**src/rtl/seg7_display_ctrl.sv**
```systemverilog
// seg7_display_ctrl
// -----------------------------------------------------------------------------
// Sequencing controller in front of a 4-digit seven-segment decoder.
// Two requesters (game score, countdown timer) share the display. A
// round-robin arbiter grants one of them. The granted value is saturated to
// MAXVAL and converted to four BCD digits by a sequential double-dabble
// engine (one shift per cycle, DW cycles). The result is then registered onto
// the decoder's digit inputs.
//
// Optional feature (compile-time macro SEG7_LEADING_ZERO_BLANK_EN):
//   defined   : leading zero digits are replaced by 4'hF (decoder blank).
//               The units digit is never blanked.
//   undefined : all four BCD digits are passed unmodified.
//
// Ports:
//   clk_i        system clock
//   rst_n_i      asynchronous active-low reset
//   score_req_i  score request, held until score_ack_o
//   score_val_i  score value (binary, DW bits), sampled on grant
//   score_ack_o  one-cycle pulse, score request accepted
//   time_req_i   timer request, held until time_ack_o
//   time_val_i   timer value (binary, DW bits), sampled on grant
//   time_ack_o   one-cycle pulse, timer request accepted
//   dat1_o       units digit      dat2_o  tens digit
//   dat3_o       hundreds digit   dat4_o  thousands digit
//   src_o        source of displayed value (0 = score, 1 = timer)
//   upd_o        one-cycle pulse when dat*_o / src_o change
//   busy_o       high whenever the FSM is not idle
// -----------------------------------------------------------------------------
module seg7_display_ctrl #(
  parameter int DW     = 14,
  parameter int MAXVAL = 9999
) (
  input  logic          clk_i,
  input  logic          rst_n_i,
  input  logic          score_req_i,
  input  logic [DW-1:0] score_val_i,
  output logic          score_ack_o,
  input  logic          time_req_i,
  input  logic [DW-1:0] time_val_i,
  output logic          time_ack_o,
  output logic [3:0]    dat1_o,
  output logic [3:0]    dat2_o,
  output logic [3:0]    dat3_o,
  output logic [3:0]    dat4_o,
  output logic          src_o,
  output logic          upd_o,
  output logic          busy_o
);

  typedef enum logic [1:0] {
    IDLE  = 2'd0,
    SHIFT = 2'd1,
    DONE  = 2'd2
  } state_t;

  localparam int            CW           = $clog2(DW + 1);
  localparam logic [DW-1:0] MAXVAL_C     = DW'(MAXVAL);
  localparam logic [CW-1:0] LAST_SHIFT_C = CW'(DW - 1);
  localparam logic [CW-1:0] CNT_ONE_C    = CW'(1);

  // Double-dabble correction: add 3 to every BCD nibble that is 5 or more, so
  // the following left shift carries correctly into the next decimal digit.
  function automatic logic [15:0] dabble_adjust(input logic [15:0] bcd);
    logic [15:0] res;
    res = bcd;
    for (int i = 0; i < 4; i++) begin
      if (bcd[4*i +: 4] >= 4'd5) begin
        res[4*i +: 4] = bcd[4*i +: 4] + 4'd3;
      end else begin
        res[4*i +: 4] = bcd[4*i +: 4];
      end
    end
    return res;
  endfunction

`ifdef SEG7_LEADING_ZERO_BLANK_EN
  // Blank zero digits from the thousands digit down to the first nonzero one.
  // The units digit is always shown.
  function automatic logic [15:0] blank_leading(input logic [15:0] bcd);
    logic [15:0] res;
    logic        lead;
    res  = bcd;
    lead = 1'b1;
    for (int i = 3; i >= 1; i--) begin
      if (lead && (bcd[4*i +: 4] == 4'd0)) begin
        res[4*i +: 4] = 4'hF;
      end else begin
        lead = 1'b0;
      end
    end
    return res;
  endfunction
`endif

  state_t        state_r, state_nxt_s;
  logic [CW-1:0] cnt_r;
  logic [DW-1:0] bin_r;
  logic [15:0]   bcd_r;
  logic          last_r;      // last granted source, 1 = timer
  logic          gsrc_r;      // source of the conversion in flight
  logic [15:0]   disp_r;      // {thousands, hundreds, tens, units}
  logic          src_r;
  logic          score_ack_r, time_ack_r, upd_r, busy_r;

  logic          any_req_s;
  logic          grant_time_s;
  logic [DW-1:0] sel_val_s;
  logic [DW-1:0] sat_val_s;
  logic [15:0]   bcd_adj_s;
  logic [15:0]   disp_s;
  logic          score_ack_nxt_s, time_ack_nxt_s, upd_nxt_s, busy_nxt_s;

  // Arbitration: a lone request wins; on a tie the source not granted last wins.
  always_comb begin
    any_req_s = score_req_i | time_req_i;
    if (score_req_i && time_req_i) begin
      grant_time_s = ~last_r;
    end else begin
      grant_time_s = time_req_i;
    end
  end

  // Select the granted value and saturate it to MAXVAL.
  always_comb begin
    if (grant_time_s) begin
      sel_val_s = time_val_i;
    end else begin
      sel_val_s = score_val_i;
    end
    if (sel_val_s > MAXVAL_C) begin
      sat_val_s = MAXVAL_C;
    end else begin
      sat_val_s = sel_val_s;
    end
  end

  // Conversion step and final digit formatting.
  always_comb begin
    bcd_adj_s = dabble_adjust(bcd_r);
`ifdef SEG7_LEADING_ZERO_BLANK_EN
    disp_s = blank_leading(bcd_r);
`else
    disp_s = bcd_r;
`endif
  end

  // FSM state register.
  always_ff @(posedge clk_i or negedge rst_n_i) begin
    if (!rst_n_i) begin
      state_r <= IDLE;
    end else begin
      state_r <= state_nxt_s;
    end
  end

  // FSM next-state logic.
  always_comb begin
    state_nxt_s = state_r;
    case (state_r)
      IDLE: begin
        if (any_req_s) begin
          state_nxt_s = SHIFT;
        end else begin
          state_nxt_s = IDLE;
        end
      end
      SHIFT: begin
        if (cnt_r == LAST_SHIFT_C) begin
          state_nxt_s = DONE;
        end else begin
          state_nxt_s = SHIFT;
        end
      end
      DONE:    state_nxt_s = IDLE;
      default: state_nxt_s = IDLE;
    endcase
  end

  // FSM output decode; these values are registered onto the ports.
  always_comb begin
    score_ack_nxt_s = 1'b0;
    time_ack_nxt_s  = 1'b0;
    upd_nxt_s       = 1'b0;
    case (state_r)
      IDLE: begin
        if (any_req_s) begin
          score_ack_nxt_s = ~grant_time_s;
          time_ack_nxt_s  = grant_time_s;
        end else begin
          score_ack_nxt_s = 1'b0;
          time_ack_nxt_s  = 1'b0;
        end
      end
      SHIFT:   upd_nxt_s = 1'b0;
      DONE:    upd_nxt_s = 1'b1;
      default: upd_nxt_s = 1'b0;
    endcase
    if (state_nxt_s != IDLE) begin
      busy_nxt_s = 1'b1;
    end else begin
      busy_nxt_s = 1'b0;
    end
  end

  // Registered handshake and status outputs.
  always_ff @(posedge clk_i or negedge rst_n_i) begin
    if (!rst_n_i) begin
      score_ack_r <= 1'b0;
      time_ack_r  <= 1'b0;
      upd_r       <= 1'b0;
      busy_r      <= 1'b0;
    end else begin
      score_ack_r <= score_ack_nxt_s;
      time_ack_r  <= time_ack_nxt_s;
      upd_r       <= upd_nxt_s;
      busy_r      <= busy_nxt_s;
    end
  end

  // Datapath: grant latch, double-dabble shifter and display registers.
  always_ff @(posedge clk_i or negedge rst_n_i) begin
    if (!rst_n_i) begin
      cnt_r  <= '0;
      bin_r  <= '0;
      bcd_r  <= 16'h0000;
      last_r <= 1'b1;
      gsrc_r <= 1'b0;
      disp_r <= 16'hFFFF;
      src_r  <= 1'b0;
    end else begin
      case (state_r)
        IDLE: begin
          if (any_req_s) begin
            bin_r  <= sat_val_s;
            bcd_r  <= 16'h0000;
            cnt_r  <= '0;
            last_r <= grant_time_s;
            gsrc_r <= grant_time_s;
          end
        end
        SHIFT: begin
          {bcd_r, bin_r} <= {bcd_adj_s[14:0], bin_r, 1'b0};
          cnt_r          <= cnt_r + CNT_ONE_C;
        end
        DONE: begin
          disp_r <= disp_s;
          src_r  <= gsrc_r;
        end
        default: begin
          disp_r <= disp_r;
        end
      endcase
    end
  end

  assign dat1_o      = disp_r[3:0];
  assign dat2_o      = disp_r[7:4];
  assign dat3_o      = disp_r[11:8];
  assign dat4_o      = disp_r[15:12];
  assign src_o       = src_r;
  assign score_ack_o = score_ack_r;
  assign time_ack_o  = time_ack_r;
  assign upd_o       = upd_r;
  assign busy_o      = busy_r;

endmodule

```
**config.mk**
```make
export PLATFORM = sky130hd
export DESIGN_NAME = seg7_display_ctrl
export DESIGN_NICKNAME = d
export VERILOG_FILES = /design/src/rtl/seg7_display_ctrl.sv
export SDC_FILE = /design/constraint.sdc
export NUM_CORES = 1
export LEC_CHECK = 0
export CORE_AREA = 2 2 88 90
export DETAILED_ROUTE_END_ITERATION = 12
export DIE_AREA = 0 0 90 92
export GPL_ROUTABILITY_DRIVEN = 0
export PLACE_DENSITY = 0.6
export RECOVER_POWER = 100
export SYNTH_ARGS = -nofsm -noshare
export SYNTH_HDL_FRONTEND = slang
export SYNTH_SLANG_ARGS = --single-unit
```
**constraint.sdc**
```tcl
create_clock -name clk_i -period 3.4 [get_ports clk_i]
set_clock_uncertainty 0.15 [all_clocks]
set_input_delay 0.34 -clock clk_i [delete_from_list [all_inputs] [get_ports clk_i]]
set_output_delay 0.34 -clock clk_i [all_outputs]
set_load 0.1 [all_outputs]
```
# == Yosys cells after proc, flatten, opt, wreduce, memory -nomap -nowiden ==
# Cells that the tools add are included.
# totals
output_inout_bits,21
regBits,59
input_bits,32
# op_classes
n_reduce_logical,6
muxes,22
n_bitwise,3
addsub,5
n_lt_le_gt_ge,5
n_eq_ne,4
# ops
op,count
two-way mux 14 bit,3
one-hot mux 16 bit (2 select lines),1
one-hot mux 14 bit (2 select lines),1
"greater-or-equal comparator 4 x 3 -> 1 bit, second input constant",4
two-way mux 16 bit,1
two-way mux 4 bit,4
"greater-than comparator 14 bit, second input constant",1
"adder 4 x 2 -> 4 bit, second input constant",3
two-way mux 1 bit,8
one-hot mux 4 bit (2 select lines),1
"adder 4 x 1 -> 4 bit, second input constant",1
"equality test 4 bit, second input constant",1
one-hot mux 2 bit (2 select lines),1
AND reduction 2 bit,2
nonzero test 2 bit,2
"adder 3 x 2 -> 3 bit, second input constant",1
two-way mux 3 bit,1
"equality test 2 x 1 -> 1 bit, second input constant",1
"equality test 2 bit, second input constant",1
logical NOT 2 bit,1
two-way mux 2 bit,1
"inequality test 2 bit, second input constant",1
inverter 1 bit,2
logical AND 1 bit,1
bitwise OR 1 bit,1

# == Longest topological paths before layout ==
# Gate-level depths: netlist of run 1.
# logic_depth
word_depth,7
mapped_depth,7

# == Worst setup path before layout of run 1 ==
# OpenSTA, ideal clock, no wires.
# synth_timing
kind,input to register
from,in score_val_i[7]
to,reg bin_r[1]
arrival_ps,1585
setup_slack_ps,1531
n_path_buf,0
path_stages,4
setup_ps,133
path_cell_list,or4_1 a2111o_1 a31oi_2 a22oi_1
# synth_via
elab_chain_len,5
# synth_lines
element,line_no,rtl
from (decl),37,"input logic [DW-1:0] score_val_i,"
two-way mux 14 bit,126,if (grant_time_s) begin
greater-than comparator 14 bit,131,if (sel_val_s > MAXVAL_C) begin
two-way mux 14 bit,131,
two-way mux 14 bit,234,if (any_req_s) begin
one-hot mux 14 bit (2 select lines),232,case (state_r)
to (signal assigned),235,bin_r <= sat_val_s;
to (signal assigned),243,"{bcd_r, bin_r} <= {bcd_adj_s[14:0], bin_r, 1'b0};"
to (decl),98,logic [DW-1:0] bin_r;
# Every way passes these cells. The select of a mux whose other input is x is not followed.
# A chain may end at the register's enable or synchronous reset.

# == Worst setup path in the final report of run 1 ==
# layout_timing
from,in time_req_i
to,reg bin_r[3]
# layout_via
elab_chain_len,7
# layout_lines
element,line_no,rtl
from (decl),39,"input logic time_req_i,"
logical AND 1 bit,117,if (score_req_i && time_req_i) begin
two-way mux 1 bit,117,
two-way mux 14 bit,126,
greater-than comparator 14 bit,131,
two-way mux 14 bit,131,
two-way mux 14 bit,234,
one-hot mux 14 bit (2 select lines),232,
# Several ways; a longest one is shown, not always the timed one. The select of a mux whose other input is x is not followed.

==> run metrics, run 1 <==
status finished clean; Synth Flop Type dfrtp_1; Mapped Cells approximately 260; Setup violations, final 0; Post-CTS Setup Repair Bufs 0; pwr/cell area about 950 nW/um^2; Syn-to-layout area delta 26.5%; Async S/R FF share, synth 1.00; Syn Nets 300; Final nets 354; GRT Residual Overflow 0; Die Ht 92 microns; min Tclk post-route about 2600 ps; Seq cells post-synth 59; Max Fanout on Critical Path 10; VDD IR max roughly 370 uV; DR vias 2155; initial antenna violation count 0; Seq/Total Area, Yosys 0.524; Inst Count DP 403; Ports 53; maximum clock path buffer count 2; synth unique cells 42; chip width 90 microns; vias in the first global route 2125; number of synthesized flops with an enable pin 0; Req. time, crit path between 3000 and 4000 ps; slack of the critical path roughly 800 ps; cts bufs inserted 9; Final HPWL DP roughly 4 mm; Root Driver clkbuf_8; Logic pwr share 0.467; Min-Delay Path Class in2async; total track usage 0.145; Synth area leader dfrtp_1; Synth top area share 0.368; CP Launch Type input port; Avg WL per Cell roughly 14 microns; Starting Density 0.384; Post-Place Setup Slack 884 ps; clk_lat worst skew between 300 and 400 ps; pin count of the biggest net entering global routing 60; Iter 0 DRT Violations 119; Die ar. 8280 sq um; Ant. Diodes 0; crit end category flop; drt first pass iters 4; layout cells sized above 1 0.164; fin crit share 0.760; Residual DRC 0; Setup TNS 0 ps; CORE AREA 7450 sq um; fmax 387 MHz; P_sw 1.51 mW; hold_buf cts 0; YS warnings 0; Worst-path clk slew about 70 ps; Pleak 1.55 nW; Clk network pwr share 0.183; FP Rows 32; final core utilization 0.485; Mean Syn Cell Area 11.1 sq um; Power Total 3.43 mW; Clock H-tree levels 3; max cap viols 0; Worst Setup SP time_req_i; RSZ-0062 raised after global routing no; antenna-violating nets left 0; Sequential Power Share 0.350; cts repair resizes 0; Vias/cell approximately 5; CTS tree built; sw frac 0.439; first-pass GRT wire length just under 10 mm; top cells by area, synth dfrtp_1, dfstp_2, mux2_2; Max Slew Vio Count 0; synthesized area 2860 sq um; PortBufs between 50 and 60; worst slew pin tran 1420 ps; final hold violation count 0; CP Class in2reg; slew margin rel. 0.0521; internal power 1.93 mW; Reg-to-Reg Start last_r; fin cells 419; Total Wirelength 5.69 mm; worst endpoint data arrival time 2640 ps; clk sink count 59
layer usage:
layer / global-route usage / wire [microns] / vias up
li1: - / - / 1041
met1: 0.185 / 2730 / 1047
met2: 0.236 / 2570 / 58
met3: 0.0353 / 283 / 9
met4: 0.0654 / 109 / 0
met5: 0 / 0 / -
through the flow:
stage	area, sq um	hold WS (ps)
floorplan	2860	-106
CTS	3670	22.8
detailed placement	3470	325
finish	3610	248
global placement	3470	316
global route	3610	355
power groups by stage:
stage	Sequential, mW	Combinational [mW]	Clock, mW
floorplan	1.66	0.860	0
global placement	1.21	1.65	0
detailed placement	1.22	1.69	0
CTS	1.21	1.70	0.648
global route	1.24	1.75	0.675
finish	1.20	1.60	0.627
cell usage after synthesis, types with 2 or more instances:
library cell,instances
a32o_1,4
dfstp_2,17
mux2_2,14
o31ai_1,5
o2bb2ai_1,2
xor2_1,3
a31oi_1,3
buf_2,3
nor2_1,11
nand3_1,6
a22oi_1,7
inv_1,11
nand2_1,21
dfrtp_1,42
a21oi_1,9
o32ai_1,3
o22ai_2,4
ha_1,10
nand2b_1,6
o22ai_1,4
o21ai_0,25
mux2i_1,14
a21o_1,2
xnor2_1,4
clkbuf_1,11
cell families (layout without fill, tap and decap cells):
| family | after synthesis | in the layout | synth area share |
|---|---|---|---|
| multiplexers | 28 | 28 | 0.104 |
| flip-flops | 59 | 59 | 0.524 |
| AND/OR/NAND/NOR | 52 | 52 | 0.0832 |
| AO/OA/AOI/OAI | 77 | 77 | 0.189 |
| adder cells (fa/ha/maj) | 10 | 10 | 0.0438 |
| buffers and inverters | 25 | 84 | 0.0342 |
| XOR/XNOR | 7 | 7 | 0.0215 |
cell type report:
cell class | count | area [sq um]
Fill cell | 740 | 3830
Sequential cell | 59 | 1500
Multi-Input combinational cell | 174 | 1230
Timing Repair Buffer | 57 | 518
Clock buffer | 11 | 141
Tap cell | 102 | 128
Clock inverter | 5 | 52.6
Inverter | 11 | 41.3
worst paths after layout:
path | to | slack [ps] | cells after the start
min | bcd_r[7] | 250 | 2
min in group clk_i | disp_r[4] | 330 | 2
max | bin_r[3] | 820 | 6
max reg2reg | bin_r[3] | 1070 | 5
max in group asynchronous | score_ack_o | 1980 | 2
min reg2reg | disp_r[4] | 330 | 2
flip-flops by register name (all words and copies together) (netlist names):
signal       count
upd_o            1
bcd_r           16
bin_r           14
time_ack_o       1
score_ack_o      1
busy_o           1
src_o            1
state_r          2
cnt_r            4
disp_r          16
gsrc_r           1
last_r           1
placed cells by master (no fill, tap or decap), drive strengths merged, types with 2 or more instances in the layout:
master,instances
o32ai,3
clkbuf,18
a31oi,4
a32o,4
nand2,21
mux2,14
mux2i,14
buf,3
clkdlybuf4s50,29
nand2b,6
a21o,2
o2bb2ai,2
o22ai,8
dfstp,17
dlygate4sd3,18
ha,10
inv,11
a21oi,9
dfrtp,42
clkinv,3
nor2,11
xnor2,4
nand3,6
a22oi,7
o31ai,5
xor2,3
o21ai,26
worst max-delay path, cell delays in order:
cell           delay [ps]
dlygate4sd3_1         580
a21boi_2              470
clkbuf_1              470
o211ai_1              260
a31oi_1               380
a22oi_1               130
Power figures use the tool's default switching activity.
==> run 2, diff against run 1 <==
==> constraint.sdc (replaced) <==
create_clock -name clk_i -period 2.5 [get_ports clk_i]
set_clock_uncertainty 0.15 [all_clocks]
set_input_delay 0.25 -clock clk_i [delete_from_list [all_inputs] [get_ports clk_i]]
set_output_delay 0.25 -clock clk_i [all_outputs]
set_load 0.1 [all_outputs]
==> run metrics, run 2 (synthesized netlist as in run 1, its figures left out) <==
Pleak 1.53 nW (was 1.55 nW); Req. time, crit path 2100 ps (was 3460 ps); FP Rows 32 (unchanged); failing checks max-capacitance violations, max-slew violations; Clock H-tree levels 3 (unchanged); PortBufs 52 (unchanged); Setup TNS 0 ps (unchanged); Total Wirelength 5.73 mm (was 5.69 mm); Ant. Diodes 0 (unchanged); final hold violation count 0 (unchanged); drt first pass iters 6 (was 4); fmax about 470 MHz; worst endpoint data arrival time 1720 ps (was 2640 ps); CORE AREA 7450 sq um (unchanged); Die ar. 8280 sq um (unchanged); Final nets 363 (was 354); slack of the critical path 376 ps (was 815 ps); worst slew pin tran 1510 ps (was 1420 ps); VDD IR max 427 uV (was 370 uV); chip width 90 microns (unchanged); min Tclk post-route 2120 ps; commonest cells after routing, fill and taps aside dfrtp_1, clkbuf_1, clkdlybuf4s50_1, o21ai_0, nand2_1 (was dfrtp_1, clkdlybuf4s50_1, o21ai_0, nand2_1, dlygate4sd3_1); pwr/cell area 1300 nW/um^2 (was 951 nW/um^2); max incr delay on CP 860 ps (was 580 ps); Reg-to-Reg Start state_r[1] (was last_r); Worst Setup EP dat2_o[1] (was bin_r[3]); Vias/cell 4.92 (was 5.14); Post-CTS Setup Repair Bufs 0 (unchanged); Crit path max-delay family buffers and inverters (was compound AO/OA/AOI/OAI gates); critical path's slowest cell clkbuf_1 (was dlygate4sd3_1); vias in the first global route 2081 (was 2125); initial antenna violation count 0 (unchanged); cts repair resizes 0 (unchanged); Syn-to-layout area delta 25.9% (was 26.5%); clk sink count 59 (unchanged); clk_lat worst skew 330 ps (was 340 ps); Max Fanout on Critical Path 2 (was 10); number of fillers in the final layout 728 (was 740); Avg WL per Cell 13.4 microns (was 13.6 microns); Reg area 1500 sq um (unchanged); cts bufs inserted 9 (unchanged); WP buf/inv 1 (was 2); Regs by FF count bcd_r (16), disp_r (16), bin_r (14) (unchanged); Setup violations, final 0 (unchanged); Post-Place Setup Slack 185 ps (was 884 ps); RSZ-0062 raised after global routing no (unchanged); Inst Count DP 411 (was 403); R2R cell count 4 (was 5); crit end category output port (was flop); DR vias 2106 (was 2155); Worst Setup SP disp_r[5] (was time_req_i); status finished, violations left (was finished clean); r2r endpoint bcd_r[11] (was bin_r[3]); fin cells 428 (was 419); CTS tree built (unchanged); Worst-path clk slew 70 ps (about the same); Min-Delay Path Class reg2reg (was in2async); Starting Density 0.384 (unchanged); fin crit share 0.849; pin count of the biggest net entering global routing 30 (was 60); Residual DRC 0 (unchanged); Die Ht 92 microns (unchanged); slew margin rel. -0.00928 (was 0.0521); layout cells sized above 1 0.181 (was 0.164); first-pass GRT wire length 9.69 mm (was 9.72 mm); commonest non-fill, non-tap cell in the layout dfrtp_1 (unchanged); Max Slew Vio Count 30 (was 0); Root Driver clkbuf_8 (unchanged); crit path cell chain clkbuf_1 (was dlygate4sd3_1, a21boi_2, clkbuf_1, o211ai_1, a31oi_1, a22oi_1); CP Launch Type flop (was input port); reg2reg setup slack 460 ps (was 1070 ps); Ports 53 (unchanged); maximum clock path buffer count 2 (unchanged); Power Total 4.69 mW (was 3.43 mW); total track usage 0.145 (about the same); max cap viols 1 (was 0); GRT Residual Overflow 0 (unchanged); hold_sp disp_r[4]; Final HPWL DP 4.19 mm (was 3.98 mm); CP Class reg2out (was in2reg); antenna-violating nets left 0 (unchanged); Iter 0 DRT Violations 82 (was 119); area of the multi-input gates 1260 sq um (was 1230 sq um); Levels on crit path 1 (was 6)
==> run 2: tightest hold or removal path, stage by stage, from the launching register on <==
cell     delay, ps
dfstp_2        370
nand2_1         40
o21ai_0         60
==> run 2: routing by layer <==
metal	GRT usage	routed length [microns]	share of wire	vias up
met3	0.0378	296	0.052	6
met2	0.225	2510	0.44	54
li1	-	-	-	1058
met5	0	0	0	-
met1	0.196	2870	0.50	988
met4	0.0538	52	0.0091	0
==> run 2: worst min-delay path by stage <==
stage                           end  slack [ps]  cells after the start
after floorplan            bcd_r[0]        -200                      0
after global placement     bcd_r[7]         160                      1
after detailed placement   bcd_r[5]         160                      1
after CTS                  cnt_r[2]         320                      2
after global routing      disp_r[8]         360                      2
final                     disp_r[4]         330                      2
==> run 2: what timing repair did <==
item / in CTS / in global routing
hold endpoints to repair: 18 / 0
endpoints found under the setup margin: 0 / 0
hold buffers: 1 / 0
==> run 2: per-stage QoR <==
| stage | hold WS [ps] | cell area (sq um) | utilization |
|---|---|---|---|
| finish | 328 | 3600 | 0.483 |
| global route | 357 | 3600 | 0.483 |
| CTS | 323 | 3700 | 0.497 |
| detailed placement | 159 | 3490 | 0.469 |
| global placement | 160 | 3490 | 0.469 |
| floorplan | -196 | 2860 | - |
==> run 2: area by class of cell <==
class / instances / share of cell area
inverters: 11 / 0.0115
multi-input cells: 174 / 0.349
flip-flops and latches: 59 / 0.416
clock buffers: 14 / 0.0452
clock inverters: 2 / 0.00974
repair buffers: 66 / 0.132
well taps: 102 / 0.0355
==> run 2: where the power goes <==
group / switching [mW] / leakage [nW] / internal [mW]
Combinational: 1.45 / 0.721 / 0.739
Sequential: 0.245 / 0.704 / 1.39
Clock: 0.351 / 0.101 / 0.515
Total: 2.04 / 1.53 / 2.65
